===== src/rtl/wb_arb2.sv =====
// wb_arb2: two-master Wishbone B3 round-robin arbiter with registered grant held for the owner's whole cyc.
// Optional watchdog (define WBARB_TIMEOUT_EN) ends stalled strobes with an err to the owner after TIMEOUT cycles.
//
// state | meaning
// IDLE  | no owner, slave port parked at zero
// G0    | m0 owns the slave port
// G1    | m1 owns the slave port
module wb_arb2 #(
   parameter int unsigned TIMEOUT = 255
) (
   input  logic        clk,
   input  logic        rst,

   input  logic [31:0] m0_adr_i,
   input  logic [31:0] m0_dat_i,
   input  logic        m0_cyc_i,
   input  logic        m0_stb_i,
   input  logic        m0_we_i,
   input  logic [3:0]  m0_sel_i,
   input  logic [2:0]  m0_cti_i,
   input  logic [1:0]  m0_bte_i,
   output logic [31:0] m0_dat_o,
   output logic        m0_ack_o,
   output logic        m0_err_o,
   output logic        m0_rty_o,

   input  logic [31:0] m1_adr_i,
   input  logic [31:0] m1_dat_i,
   input  logic        m1_cyc_i,
   input  logic        m1_stb_i,
   input  logic        m1_we_i,
   input  logic [3:0]  m1_sel_i,
   input  logic [2:0]  m1_cti_i,
   input  logic [1:0]  m1_bte_i,
   output logic [31:0] m1_dat_o,
   output logic        m1_ack_o,
   output logic        m1_err_o,
   output logic        m1_rty_o,

   output logic [31:0] s_adr_o,
   output logic [31:0] s_dat_o,
   output logic        s_cyc_o,
   output logic        s_stb_o,
   output logic        s_we_o,
   output logic [3:0]  s_sel_o,
   output logic [2:0]  s_cti_o,
   output logic [1:0]  s_bte_o,
   input  logic [31:0] s_dat_i,
   input  logic        s_ack_i,
   input  logic        s_err_i,
   input  logic        s_rty_i,

   output logic [1:0]  gnt
);

   // State encoding doubles as the one-hot grant.
   localparam logic [1:0] ST_IDLE = 2'b00;
   localparam logic [1:0] ST_G0   = 2'b01;
   localparam logic [1:0] ST_G1   = 2'b10;

   if (TIMEOUT < 1 || TIMEOUT > 255) begin : g_bad_timeout
      $error("wb_arb2: TIMEOUT must be in 1..255");
   end

   logic [1:0] state_q, state_d;
   logic       last_q, last_d;
   logic       sel0, sel1;
   logic       stb_raw;
   logic       s_term;
   logic       to_hit;

   always_comb begin
      state_d = state_q;
      case (state_q)
         ST_IDLE: begin
            if (m0_cyc_i && (!m1_cyc_i || last_q)) begin
               state_d = ST_G0;
            end else if (m1_cyc_i) begin
               state_d = ST_G1;
            end
         end
         ST_G0: begin
            if (!m0_cyc_i) begin
               state_d = m1_cyc_i ? ST_G1 : ST_IDLE;
            end
         end
         ST_G1: begin
            if (!m1_cyc_i) begin
               state_d = m0_cyc_i ? ST_G0 : ST_IDLE;
            end
         end
         default: state_d = ST_IDLE;
      endcase
   end

   always_comb begin
      last_d = last_q;
      if (state_d == ST_G0) begin
         last_d = 1'b0;
      end else if (state_d == ST_G1) begin
         last_d = 1'b1;
      end
   end

   // last resets to m1 so that m0 wins the first tie.
   always_ff @(posedge clk or posedge rst) begin
      if (rst) begin
         state_q <= ST_IDLE;
         last_q  <= 1'b1;
      end else begin
         state_q <= state_d;
         last_q  <= last_d;
      end
   end

   assign sel0 = (state_q == ST_G0);
   assign sel1 = (state_q == ST_G1);
   assign gnt  = state_q;

   always_comb begin
      s_adr_o = 32'd0;
      s_dat_o = 32'd0;
      s_cyc_o = 1'b0;
      stb_raw = 1'b0;
      s_we_o  = 1'b0;
      s_sel_o = 4'd0;
      s_cti_o = 3'd0;
      s_bte_o = 2'd0;
      if (sel0) begin
         s_adr_o = m0_adr_i;
         s_dat_o = m0_dat_i;
         s_cyc_o = m0_cyc_i;
         stb_raw = m0_stb_i;
         s_we_o  = m0_we_i;
         s_sel_o = m0_sel_i;
         s_cti_o = m0_cti_i;
         s_bte_o = m0_bte_i;
      end else if (sel1) begin
         s_adr_o = m1_adr_i;
         s_dat_o = m1_dat_i;
         s_cyc_o = m1_cyc_i;
         stb_raw = m1_stb_i;
         s_we_o  = m1_we_i;
         s_sel_o = m1_sel_i;
         s_cti_o = m1_cti_i;
         s_bte_o = m1_bte_i;
      end
   end

   assign s_term  = s_ack_i | s_err_i | s_rty_i;
   assign s_stb_o = stb_raw & ~to_hit;

`ifdef WBARB_TIMEOUT_EN
   localparam logic [7:0] TO_LIMIT = 8'(TIMEOUT);

   logic [7:0] wdog_q, wdog_d;

   assign to_hit = (wdog_q == TO_LIMIT);

   always_comb begin
      if (to_hit || !stb_raw || s_term) begin
         wdog_d = 8'd0;
      end else begin
         wdog_d = wdog_q + 8'd1;
      end
   end

   always_ff @(posedge clk or posedge rst) begin
      if (rst) begin
         wdog_q <= 8'd0;
      end else begin
         wdog_q <= wdog_d;
      end
   end
`else
   assign to_hit = 1'b0;
`endif

   assign m0_dat_o = s_dat_i;
   assign m1_dat_o = s_dat_i;

   assign m0_ack_o = sel0 & s_ack_i;
   assign m0_err_o = sel0 & (s_err_i | to_hit);
   assign m0_rty_o = sel0 & s_rty_i;
   assign m1_ack_o = sel1 & s_ack_i;
   assign m1_err_o = sel1 & (s_err_i | to_hit);
   assign m1_rty_o = sel1 & s_rty_i;

endmodule


===== config.mk =====
export PLATFORM = sky130hd
export DESIGN_NAME = wb_arb2
export DESIGN_NICKNAME = d
export VERILOG_FILES = /design/src/rtl/wb_arb2.sv
export SDC_FILE = /design/constraint.sdc
export NUM_CORES = 1
export LEC_CHECK = 0
export CELL_PAD_IN_SITES_DETAIL_PLACEMENT = 0
export CELL_PAD_IN_SITES_GLOBAL_PLACEMENT = 2
export CORE_AREA = 2 2 132 134
export DETAILED_ROUTE_END_ITERATION = 10
export DIE_AREA = 0 0 134 136
export PLACE_DENSITY_LB_ADDON = 0.1
export SLEW_MARGIN = 20
export SYNTH_ARGS = -nofsm -noshare
export SYNTH_HDL_FRONTEND = slang
export SYNTH_SLANG_ARGS = --single-unit

===== constraint.sdc =====
create_clock -name clk -period 3.91 [get_ports clk]
set_input_delay 0.782 -clock clk [delete_from_list [all_inputs] [get_ports clk]]
set_output_delay 0.782 -clock clk [all_outputs]
set_load 0.02 [all_outputs]

-- Yosys cells after proc, flatten, opt, wreduce, memory -nomap -nowiden
Index checks and enable logic that the tools add are counted.
W data, S select, Z words.
- equal/unequal tests: 4
- multiplexer cells: 25
- bitwise logic cells: 6
- reduce and logical (&&, ||, !) cells: 5
- operator list (operator ; number):
    $mux W32 ; 4
    $mux W2 ; 7
    $mux W1 ; 9
    $mux W4 ; 2
    $and A1 B1 Y1 ; 6
    $mux W3 ; 2
    $pmux W2 S3 ; 1
    $eq A2 B1 Y1 const B ; 2
    $eq A2 B2 Y1 const B ; 2
    $logic_not A2 Y1 ; 1
    $reduce_bool A2 Y1 ; 1
    $logic_and A1 B1 Y1 ; 1
    $logic_not A1 Y1 ; 1
    $logic_or A1 B1 Y1 ; 1
- bits in registers: 3
- input port bits: 189

-- Logic depth before layout (Yosys ltp)
Gate-level depths: netlist of run 1.
- depth after elaboration: 8
- mapped depth: 5

-- Worst setup path before layout of run 1
OpenSTA, ideal clock, no wires.
- path type: register -> output
- start point: reg state_q[0] (netlist: gnt[0])
- end point: out s_adr_o[24]
- data arrival time: 1313 ps
- required time: 3128 ps
- path slack: 1815 ps
- stages on the path, launching flop included: 6
- buffers on the path: 3
- cells stage by stage: dfrtp_1 nor2b_1 buf_6 buf_6 buf_6 a22o_1
- longest elaborated chain between the ends: 3
- ends and longest elaborated chain (what ; RTL line ; RTL):
    from (decl) ; 65 ; logic [1:0] state_q, state_d;
    from (signal assigned) ; 111 ; state_q <= state_d;
    $eq A2 B2 Y1 ; 117 ; assign sel1 = (state_q == ST_G1);
    $mux W32 ; 138 ; end else if (sel1) begin
    $mux W32 (*) ; 129 ; if (sel0) begin
    to (decl) ; 40 ; output logic [31:0] s_adr_o,
Every way passes the cells marked *; elsewhere a longest branch is shown, timed or not.

-- Worst setup path in the final report of run 1
- start point: reg state_q[0] (netlist: gnt[0])
- end point: out s_cti_o[1]
- longest elaborated chain between the ends: 3
- ends and longest elaborated chain (what ; RTL line ; RTL):
    $eq A2 B2 Y1 ; 117 ;
    $mux W3 ; 138 ;
    $mux W3 (*) ; 129 ;
    to (decl) ; 46 ; output logic [2:0] s_cti_o,
Marked as above.

==> results of run 1 <==
[kinds of logic (layout without fill, tap and decap cells)]
| logic type | after synthesis | count (layout) | synth area share |
|---|---|---|---|
| AO/OA/AOI/OAI | 80 | 80 | 0.472 |
| adder cells (fa/ha/maj) | 1 | 1 | 0.00849 |
| buffers and inverters | 84 | 250 | 0.411 |
| flip-flops | 3 | 3 | 0.0518 |
| multiplexers | 1 | 1 | 0.00679 |
| AND/OR/NAND/NOR | 12 | 12 | 0.0501 |
[final timing paths]
check | startpoint | to | slack, ns | depth (start not counted)
max | gnt[0] | s_cti_o[1] | 0.90 | 4
min | last_q | last_q | 0.48 | 2
max reg2reg | gnt[0] | last_q | 2.44 | 4
min reg2reg | last_q | last_q | 0.48 | 2
max in group asynchronous | rst | last_q | 2.96 | 2
min in group asynchronous | rst | gnt[0] | 0.73 | 2
[placed cells by master, fill, tap and decap left out, drive strengths merged]
| master | n |
|---|---|
| a21o | 1 |
| a21oi | 1 |
| a22o | 76 |
| and2 | 6 |
| buf | 4 |
| clkbuf | 4 |
| clkdlybuf4s50 | 240 |
| dfrtp | 2 |
| dfstp | 1 |
| ha | 1 |
| inv | 2 |
| mux2i | 1 |
| nand2b | 1 |
| nor2 | 1 |
| nor2b | 3 |
| nor3b | 1 |
| o21a | 1 |
| o21ba | 1 |
[sequential cells by signal, summed over array words and instances (netlist names)]
signal	flops
last_q	1
gnt	2
[layout make-up]
type,count,area (um2)
fillers,1843,13200
repair buffers,244,2430
clock buffers,4,78.8
multi-input cells,94,807
well taps,225,282
flip-flops and latches,3,76.3
inverters,2,7.51
[power by group through the flow]
stage	Combinational (mW)	Sequential (mW)	Clock, mW
floorplan	0.731	0.0585	0
global placement	1.29	0.0603	0
detailed placement	1.27	0.0588	0
CTS	1.27	0.0586	0.165
global route	1.32	0.0611	0.170
finish	1.25	0.0580	0.162
[per-layer routing]
metal	share of wire	track usage	vias to the layer above
li1	-	-	950
met1	0.31	0.0792	879
met2	0.56	0.167	113
met3	0.097	0.0287	22
met4	0.026	0.0296	0
met5	0	0	-
[tightest hold or removal path: cells and delay by family, from the launching register on]
family / cells / cell delay (ns)
buf+inv: 1 / 0.04
flops: 1 / 0.36
mux: 1 / 0.06
[stage by stage]
| step | hold slack (ns) | util |
|---|---|---|
| final | 0.481 | 0.218 |
| after global routing | 0.497 | 0.218 |
| after detailed placement | 0.473 | 0.214 |
| after global placement | 0.476 | 0.214 |
| after floorplan | 0.456 | - |
| after CTS | 0.484 | 0.218 |
==> flow_summary.json, run 1 <==
{
  "dieHeight_um": 136,
  "holdCritPathClass": "flip-flop to flip-flop",
  "synth_commonest_cells": "76 x a22o_1, 65 x buf_4, 13 x buf_2",
  "fin_area_um2": 3680,
  "dp_hpwl_um": 7020,
  "ys_seq_elements": 3,
  "preCtsSetupSlack_ns": 1.02,
  "grt_start_max_net_pins": 44,
  "ctsHtreeMaxLevel": 1,
  "period_minus_slack_ns": 3.01,
  "placedInstanceArea_um2": 3600,
  "maxCapViolCount": 0,
  "post_cts_buffers": 0,
  "grt-ovfl-total": 0,
  "io_buffers": 240,
  "crit_family": "buffers and inverters",
  "grt_pass1_wl_um": 11900,
  "rows": 48,
  "switching_share": 0.430,
  "leakagePower_nw": 1.36,
  "drt_iter0_markers": 52,
  "arrival_ns": 2.23,
  "crit_path_max_fanout": 43,
  "cts_tree": "done",
  "viasPerCell": 3.43,
  "dieArea_um2": 18200,
  "vias": 1964,
  "first_pass_iters": 4,
  "slew-limit-headroom": 0.656,
  "floorplan.initialDensity": 0.0873,
  "drc": 0,
  "crit_chain": "nor2b_4 > buf_4 > a22o_1 > clkdlybuf4s50_1",
  "core_um2": 16900,
  "final_cells": 572,
  "crit_path_top_delay_cell": "clkdlybuf4s50_1",
  "netlist_instances": 181,
  "seq_area_frac_synth": 0.0518,
  "top_level_ports": 337,
  "track_usage": 0.0838,
  "synth-async-reset-ratio": 1.00,
  "synth_area_leaders": "a22o_1 45%, buf_4 33%, buf_2 4.4%",
  "finalPower_mw": 1.47,
  "fin_ws_ns": 0.898,
  "dp_cells": 568,
  "fin_tns_setup_ns": 0,
  "startpoint_type": "flip-flop",
  "ys.flop_type": "dfrtp_1",
  "outcome": "completed",
  "final_nets": 538,
  "antenna_found_initial": 0,
  "worstPathRequired_ns": 3.13,
  "fin_skew_ns": 0.00193,
  "synth_edf_count": 0,
  "critPathKind": "flip-flop to primary output",
  "seqPwrFrac": 0.040,
  "globalplace.congestion": 0.686,
  "synth.top_cell.area_share": 0.452,
  "timing.fmax_mhz": 332,
  "antenna_cells": 0,
  "rsz0062_at_grt": "no",
  "ir_worst_vdd_v": 0.000218,
  "p_int_mw": 0.838,
  "finalSetupViolations": 0,
  "cts_sinks": 3,
  "clk_pin_slew_ns": 0.03,
  "syn-cell-area_um2": 1470,
  "syn_nets": 371,
  "grt_pass1_vias": 2032,
  "die_w_um": 134,
  "totalWireLength_um": 8520,
  "ctsHoldBuffers": 0,
  "synth_warnings": 0,
  "cts_buffers": 3,
  "drive_gt1_frac": 0.0317,
  "max-clock-path-buffers": 2,
  "period_share": 0.770,
  "path_buf_inv": 2,
  "slew_violations": 0,
  "ys_types": 18,
  "cts_resized": 0,
  "critPathMaxStageDelay_ns": 0.61,
  "ant_nets": 0,
  "switching_power_mw": 0.631,
  "cts-root-buf": "clkbuf_16",
  "yosysMostFrequentCell": "a22o_1",
  "worst_slew_pin_slew_ns": 0.516,
  "clock_latency_ns": 0.22,
  "p_clk_frac": 0.110,
  "yosys.area.top_type": "a22o_1",
  "endpoint_kind": "primary output",
  "areaGrowthSynthToFinish_pct": 150,
  "comb_power_share": 0.850,
  "timing_hold_violations_final": 0,
  "routedWlPerCell_um": 14.9,
  "power_density_nw_per_um2": 399,
  "postSynthAreaPerCell_um2": 8.14
}
Note: power is estimated with default switching activity, not from simulation.
==> run 2, diff against run 1 <==
==> constraint.sdc (replaced) <==
create_clock -name clk -period 2.8 [get_ports clk]
set_input_delay 0.56 -clock clk [delete_from_list [all_inputs] [get_ports clk]]
set_output_delay 0.56 -clock clk [all_outputs]
set_load 0.02 [all_outputs]
==> run 2 against run 1 <==
Against the previous run: critical path depth unchanged; combinational power up 43%; clock-buffer cell count unchanged; hold slack worse by 0.0019 ns; sequential power up 41%; final cell count unchanged; first-iteration DRC count up 13%; critical endpoint is now s_dat_o[13]; highest routed layer unchanged.
==> flow_summary.json, run 2 (synthesis results as in run 1) <==
{
  "maxCapViolCount": 0,
  "post_cts_buffers": 0,
  "fin_tns_setup_ns": 0,
  "holdCritPathClass": "flip-flop to flip-flop",
  "cts_buffers": 3,
  "drt_iter0_markers": 59,
  "fin_skew_ns": 0.00200,
  "ant_nets": 0,
  "io_buffers": 240,
  "finalSetupViolations": 0,
  "clk_pin_slew_ns": 0.03,
  "final_cell_mix": "240 x clkdlybuf4s50_1, 76 x a22o_1, 6 x and2_1",
  "critPathKind": "flip-flop to primary output",
  "timing_hold_violations_final": 0,
  "arrival_ns": 2.03,
  "startpoint_type": "flip-flop",
  "period_minus_slack_ns": 2.59,
  "outcome": "completed",
  "cts_sinks": 3,
  "ir_worst_vdd_v": 0.000247,
  "crit_path_max_fanout": 43,
  "first_pass_iters": 4,
  "grt_pass1_wl_um": 12000,
  "globalplace.congestion": 0.706,
  "track_usage": 0.0840,
  "slew_violations": 0,
  "worst_slew_pin_slew_ns": 0.276,
  "antenna_found_initial": 0,
  "power_density_nw_per_um2": 563,
  "final_nets": 538,
  "drive_gt1_frac": 0.0317,
  "clock_latency_ns": 0.23,
  "dieHeight_um": 136,
  "grt_start_max_net_pins": 44,
  "vias": 2027,
  "floorplan.initialDensity": 0.0873,
  "endpoint_kind": "primary output",
  "viasPerCell": 3.54,
  "worstPathRequired_ns": 2.24,
  "top_level_ports": 337,
  "areaGrowthSynthToFinish_pct": 153,
  "final_common_cell": "clkdlybuf4s50_1",
  "slew-limit-headroom": 0.816,
  "core_um2": 16900,
  "period_share": 0.924,
  "drc": 0,
  "rsz0062_at_grt": "no",
  "timing.fmax_mhz": 386,
  "fin_ws_ns": 0.212,
  "grt_pass1_vias": 2079,
  "cts-root-buf": "clkbuf_16",
  "routedWlPerCell_um": 15.0,
  "rows": 48,
  "cts_tree": "done",
  "die_w_um": 134,
  "max-clock-path-buffers": 2,
  "ctsHoldBuffers": 0,
  "largest_reg_flops": 2,
  "totalWireLength_um": 8600,
  "dp_hpwl_um": 7050,
  "cts_resized": 0,
  "antenna_cells": 0,
  "ctsHtreeMaxLevel": 1,
  "grt-ovfl-total": 0,
  "preCtsSetupSlack_ns": 0.367,
  "dieArea_um2": 18200,
  "leakagePower_nw": 1.38
}
[run 2: routing by layer]
metal,track usage,wire [um]
met2,0.168,4780
met1,0.0789,2750
met3,0.0265,809
met5,0,0
met4,0.0319,261
[run 2: worst paths after layout]
path,startpoint,endpoint,slack [ns],depth (start not counted)
worst min-delay path,last_q,last_q,0.48,2
worst max register to register,gnt[0],last_q,1.36,4
max in group asynchronous,rst,last_q,2.09,2
worst max-delay path,gnt[0],s_dat_o[13],0.21,4
min in group asynchronous,rst,gnt[1],0.50,2
worst min register to register,last_q,last_q,0.48,2
[run 2: per-stage QoR]
stage               power [mW]  cells  hold slack, ns  utilization  cell area [um2]
detailed placement        1.90    568           0.475        0.217             3650
global placement          1.93    568           0.480        0.217             3650
CTS                       2.14    572           0.480        0.221             3730
finish                    2.10    572           0.479        0.221             3730
global route              2.22    572           0.520        0.221             3730
floorplan                 1.10    181           0.313            -             1470
[run 2: report_power, final]
| part | internal, mW | switching (mW) | total (mW) |
|---|---|---|---|
| logic | 0.961 | 0.830 | 1.79 |
| clock network | 0.188 | 0.0405 | 0.229 |
| registers | 0.0609 | 0.0212 | 0.0820 |
| total | 1.21 | 0.891 | 2.10 |
[run 2: cell type report]
class | instances | area [um2]
well taps | 225 | 282
repair buffers | 244 | 2480
clock buffers | 4 | 78.8
flip-flops and latches | 3 | 76.3
fillers | 1819 | 13100
multi-input cells | 94 | 807
inverters | 2 | 7.51
[run 2: worst max-delay path, stage by stage, from the launching register on]
cell and delay (ns):
dfrtp_1 0.48, nor2b_4 0.26, buf_12 0.24, a22o_1 0.17
clkdlybuf4s50_1 0.63
==> run 3, diff against run 2 <==
--- a/config.mk
+++ b/config.mk
@@ -8,6 +8,7 @@
 export CELL_PAD_IN_SITES_DETAIL_PLACEMENT = 0
 export CELL_PAD_IN_SITES_GLOBAL_PLACEMENT = 2
 export CORE_AREA = 2 2 132 134
+export CTS_CLUSTER_SIZE = 28
 export DETAILED_ROUTE_END_ITERATION = 10
 export DIE_AREA = 0 0 134 136
 export PLACE_DENSITY_LB_ADDON = 0.1
==> results of run 3 <==
No change in the layout: final DEF, timing and power equal those of run 2.
